$ cat src/rtl/memarb_pkg.sv
// Shared types and constants for the IF/MEM memory bus arbiter: FSM encoding,
// bus access sizes, reset instruction and the saturating-increment helper.
package memarb_pkg;

   typedef enum logic [1:0] {
      ST_IDLE  = 2'd0,
      ST_DATA  = 2'd1,
      ST_FETCH = 2'd2,
      ST_DONE  = 2'd3
   } state_e;

   localparam logic [1:0]  SIZE_B   = 2'd0;
   localparam logic [1:0]  SIZE_H   = 2'd1;
   localparam logic [1:0]  SIZE_W   = 2'd2;

   localparam logic [31:0] NOP_INST = 32'h0000_0013;
   localparam logic [31:0] CNT_MAX  = 32'hFFFF_FFFF;

   function automatic logic [31:0] sat_inc(input logic [31:0] v);
      return (v == CNT_MAX) ? v : v + 32'd1;
   endfunction

endpackage

$ cat src/rtl/mem_arbiter_stall_counter.sv
// stall_counter: saturating 32-bit event counter, one cycle from en to count.
// Exists only when MEMARB_STALL_COUNT_EN is defined; no backpressure.
`ifdef MEMARB_STALL_COUNT_EN
module stall_counter
   import memarb_pkg::*;
(
   input  logic        clk,
   input  logic        reset,
   input  logic        en,
   output logic [31:0] count
);

   logic [31:0] cnt_q;
   logic [31:0] cnt_d;

   always_comb begin
      cnt_d = cnt_q;
      if (en) begin
         cnt_d = sat_inc(cnt_q);
      end
   end

   always_ff @(posedge clk or posedge reset) begin
      if (reset) begin
         cnt_q <= '0;
      end else begin
         cnt_q <= cnt_d;
      end
   end

   assign count = cnt_q;

endmodule
`endif

$ cat src/rtl/mem_arbiter.sv
// mem_arbiter: one shared bus per pipeline step, data access then fetch; stalls until DONE.
// Bus request held until i_busAck (any wait count); optional o_stallCount via MEMARB_STALL_COUNT_EN.
module mem_arbiter
   import memarb_pkg::*;
(
   input  logic        clk,
   input  logic        reset,
   input  logic [31:0] Fi_PC,
   input  logic        Fi_fetchReq,
   input  logic        Mi_memRead,
   input  logic        Mi_memWrite,
   input  logic [31:0] Mi_addr,
   input  logic [31:0] Mi_writeData,
   input  logic [1:0]  Mi_memSize,
   output logic [31:0] Fo_inst,
   output logic [31:0] Mo_readData,
   output logic        o_memStall,
   output logic        o_busReq,
   output logic        o_busWrite,
   output logic [31:0] o_busAddr,
   output logic [31:0] o_busWData,
   output logic [1:0]  o_busSize,
`ifdef MEMARB_STALL_COUNT_EN
   output logic [31:0] o_stallCount,
`endif
   input  logic        i_busAck,
   input  logic [31:0] i_busRData
);

   state_e      state_q, state_d;
   logic [31:0] inst_q, inst_d;
   logic [31:0] rdata_q, rdata_d;
   logic        ls_req;

   assign ls_req = Mi_memRead | Mi_memWrite;

   // Bus outputs depend only on state and the held pipeline inputs, never on i_busAck.
   always_comb begin
      state_d    = state_q;
      inst_d     = inst_q;
      rdata_d    = rdata_q;
      o_memStall = 1'b1;
      o_busReq   = 1'b0;
      o_busWrite = 1'b0;
      o_busAddr  = '0;
      o_busWData = '0;
      o_busSize  = '0;

      case (state_q)
         ST_IDLE: begin
            o_memStall = ls_req | Fi_fetchReq;
            if (ls_req) begin
               state_d = ST_DATA;
            end else if (Fi_fetchReq) begin
               state_d = ST_FETCH;
            end
         end
         ST_DATA: begin
            o_busReq   = 1'b1;
            o_busWrite = Mi_memWrite;
            o_busAddr  = Mi_addr;
            o_busWData = Mi_writeData;
            o_busSize  = Mi_memSize;
            if (i_busAck) begin
               if (Mi_memRead) begin
                  rdata_d = i_busRData;
               end
               state_d = Fi_fetchReq ? ST_FETCH : ST_DONE;
            end
         end
         ST_FETCH: begin
            o_busReq  = 1'b1;
            o_busAddr = Fi_PC;
            o_busSize = SIZE_W;
            if (i_busAck) begin
               inst_d  = i_busRData;
               state_d = ST_DONE;
            end
         end
         ST_DONE: begin
            o_memStall = 1'b0;
            state_d    = ST_IDLE;
         end
         default: begin
            state_d = ST_IDLE;
         end
      endcase
   end

   always_ff @(posedge clk or posedge reset) begin
      if (reset) begin
         state_q <= ST_IDLE;
         inst_q  <= NOP_INST;
         rdata_q <= '0;
      end else begin
         state_q <= state_d;
         inst_q  <= inst_d;
         rdata_q <= rdata_d;
      end
   end

   assign Fo_inst     = inst_q;
   assign Mo_readData = rdata_q;

`ifdef MEMARB_STALL_COUNT_EN
   stall_counter u_stall_cnt (
      .clk   (clk),
      .reset (reset),
      .en    (o_memStall),
      .count (o_stallCount)
   );
`endif

endmodule

$ cat config.mk
export PLATFORM = sky130hd
export DESIGN_NAME = mem_arbiter
export DESIGN_NICKNAME = d
export VERILOG_FILES = /design/src/rtl/memarb_pkg.sv /design/src/rtl/mem_arbiter_stall_counter.sv /design/src/rtl/mem_arbiter.sv
export SDC_FILE = /design/constraint.sdc
export NUM_CORES = 1
export LEC_CHECK = 0
export ABC_CLOCK_PERIOD_IN_PS = 1750
export BUFFER_PORTS_ARGS = -buffer_cell sky130_fd_sc_hd__clkbuf_2
export CAP_MARGIN = 20
export CELL_PAD_IN_SITES_DETAIL_PLACEMENT = 1
export CELL_PAD_IN_SITES_GLOBAL_PLACEMENT = 2
export CORE_UTILIZATION = 19
export DETAILED_ROUTE_END_ITERATION = 7
export HOLD_SLACK_MARGIN = 0.03
export PLACE_DENSITY_LB_ADDON = 0.1
export RECOVER_POWER = 50
export SLEW_MARGIN = 20
export SYNTH_ARGS = -nofsm -noshare
export SYNTH_HDL_FRONTEND = slang
export SYNTH_SLANG_ARGS = --single-unit
$ cat constraint.sdc
create_clock -name clk -period 1.75 [get_ports clk]
set_input_delay 0.0875 -clock clk [delete_from_list [all_inputs] [get_ports clk]]
set_output_delay 0.0875 -clock clk [all_outputs]
set_load 0.03 [all_outputs]
==> metrics.txt <==
Slew HR 0.397; Synthesis Warnings 0; die width roughly 130 um; CP Buf/Inv Count 3; WS Path Type reg2out; Synth cell types 21; first-pass GRT wire length between 20 and 25 mm; Layout Utilization 0.395; Clock Sinks 66; initial core utilization 0.197; failing checks setup timing; fin crit share 1.03; Tmin final approximately 1800 ps; Hold Crit Start i_busAck; Post-Syn Instances 274; Worst path slowest cell dfrtp_2; clock buffer count from CTS 9; Vias/cell 4.24; largest net degree at the start of global routing 67; H-tree lvl count 3; status finished, violations left; Max Fclk 555 MHz; Avg Inst Size Synth between 10 and 15 um^2; capture point of the worst reg-to-reg path Fo_inst[31]; DRT iter0 DRCs between 40 and 50; area delta synth->final 100%; CP Launch Point state_q[1]; GPL Wtd Cong 0.738; Slew Viols, Final 0; CTS tree done; grt total ovfl 0; worst setup path end o_busAddr[5]; CP top delay family buffers and inverters; Leak 3.09 nW; DRT antenna net count 0; Seq/Total Area, Yosys 0.499; DRC 0; Core Area 0.0168 mm^2; antenna violations before repair 0; crit path DAT approximately 1700 ps; layout cells sized above 1 0.641; Die Y 134 um; Final HPWL DP a little under 10 mm; Startpoint Class register; nets 729; Root Driver clkbuf_16; Slew @ Worst Pin 904 ps; number of core rows 47; stages on the worst setup path 6; Setup Viol. Count Final 19; Fin. Hold Viols 0; Max FO, Critical Path 16; worst path required time 1660 ps; final setup skew 6.85 ps; power per cell area 2170 mW/mm^2; r2r worst-path depth 6; non-filler cells, final 811; IO Port Bufs 268; Initial DRT Pass Iterations 3; crit path capture type output pin; ant diodes 0; Worst-path clk slew ~50 ps; Hold Crit Class in2reg; IO Pins 269; RSZ-0062 raised after global routing true; R2R setup slack about 110 ps; commonest non-fill, non-tap cell in the layout clkbuf_2; critical-path cell list buf_4, ha_4, buf_16, a22oi_1, nor2b_1, clkbuf_8; area share of the largest cell type after synthesis 0.475; Final WS setup -50.5 ps; total track usage 0.149; Cells after DPL 749; Max IR drop VDD 1.07 mV; Clock Latency Late Sink 330 ps; clk buf depth 2; largest area contributor in the netlist dfrtp_1; DRT Wirelength 13.9 mm; mapped cell area around 0.0033 mm^2; Critical Path Max Stage Delay about 430 ps; Worst R2R Start state_q[0]; Synth area leaders dfrtp_1 (48%), mux2_1 (11%), mux2_2 (11%); Max-cap violations 0; number of global-route vias before repair 3674; Fill cells 1857; most frequent cells in the layout clkbuf_2 (169), dfrtp_1 (61), clkbuf_8 (52); syn nets 417; FF+latch count, synth 66; total die area 0.0180 mm^2; routed vias 3436; drt wl/cell 17.1 um
-- repair_timing --
action | CTS | global route
setup buffers | 3 | 3
pin swaps | 4 | 5
gates resized for setup | 162 | 31
hold endpoints to repair | 126 | 0
gates cloned | 2 | 5
setup endpoints to repair | 69 | 68
hold buffers | 33 | 0
-- power by group --
part           internal [mW]  switching [mW]
Sequential              2.34           0.424
Clock                   1.14           0.626
Combinational           4.38            5.50
-- metrics by stage --
stage | power (mW) | instance area [um^2] | hold slack, ps | worst slack, ps | setup TNS [ps]
after detailed placement | 10.4 | 5060 | 178 | 77.4 | 0
after global routing | 15.2 | 6640 | 192 | -109 | -3750
after floorplan | 7.97 | 3390 | 219 | 12.7 | 0
after CTS | 13.9 | 6490 | 196 | -41.0 | -961
after global placement | 10.4 | 5060 | 180 | 176 | 0
final | 14.4 | 6640 | 181 | -50.5 | -172
-- metal layers --
layer  share of wire  wire length [um]  track usage  vias up
met5               0                 0            0        -
met4           0.018               246       0.0493        0
met3           0.074              1020       0.0454       19
met2            0.55              7680        0.288      155
met1            0.35              4920        0.151     1682
li1                -                 -            -     1580
-- worst register-to-register path: cells and delay by family, from the launching register on --
kind	cells	cell delay (ps)
fa+ha+maj	1	230
buf+inv	3	420
flops	1	400
mux	1	400
simple gates	1	90
-- synth_stat cells --
cell type,count
mux2_1,32
buf_2,10
and3_1,1
dfrtp_1,63
nand3_1,1
nand2_1,1
nor4b_1,1
and2_1,33
a22oi_1,32
nor2_1,3
ha_1,7
dfstp_2,3
inv_1,4
mux2_2,32
nand2b_1,1
a21oi_1,2
o21bai_1,1
clkbuf_1,10
a22o_1,1
mux2i_1,3
nor2b_1,33
-- flip-flops by register name (all words and copies together) (netlist names) --
| register | flops |
|---|---|
| Fo_inst | 32 |
| Mo_readData | 32 |
| state_q | 2 |
-- final cells by class --
class / instances / area, um^2 / area share
repair buffers: 321 / 2500 / 0.377
multi-input cells: 184 / 1880 / 0.284
flip-flops and latches: 66 / 1660 / 0.250
well taps: 220 / 275 / 0.0415
clock buffers: 11 / 243 / 0.0366
clock inverters: 5 / 53.8 / 0.00810
inverters: 4 / 22.5 / 0.00339
-- worst min path at each step --
stage	endpoint	slack, ps	depth (start not counted)
6_report	state_q[0]	180	3
5_1_grt	state_q[1]	190	3
4_1_cts	state_q[0]	200	3
3_5_place_dp	Fo_inst[11]	180	3
3_3_place_gp	Mo_readData[19]	180	3
2_1_floorplan	Mo_readData[0]	220	1
-- logic make-up (layout without fill, tap and decap cells) --
family | Yosys count | after routing | share of synthesized area
AOI/OAI and AO/OA | 36 | 36 | 0.0803
DFF | 66 | 66 | 0.499
adders and majority gates | 7 | 7 | 0.0264
and+or+nand+nor | 74 | 74 | 0.137
buffers and inverters | 24 | 341 | 0.0309
muxes | 67 | 67 | 0.226
(Power assumes the default switching activity.)
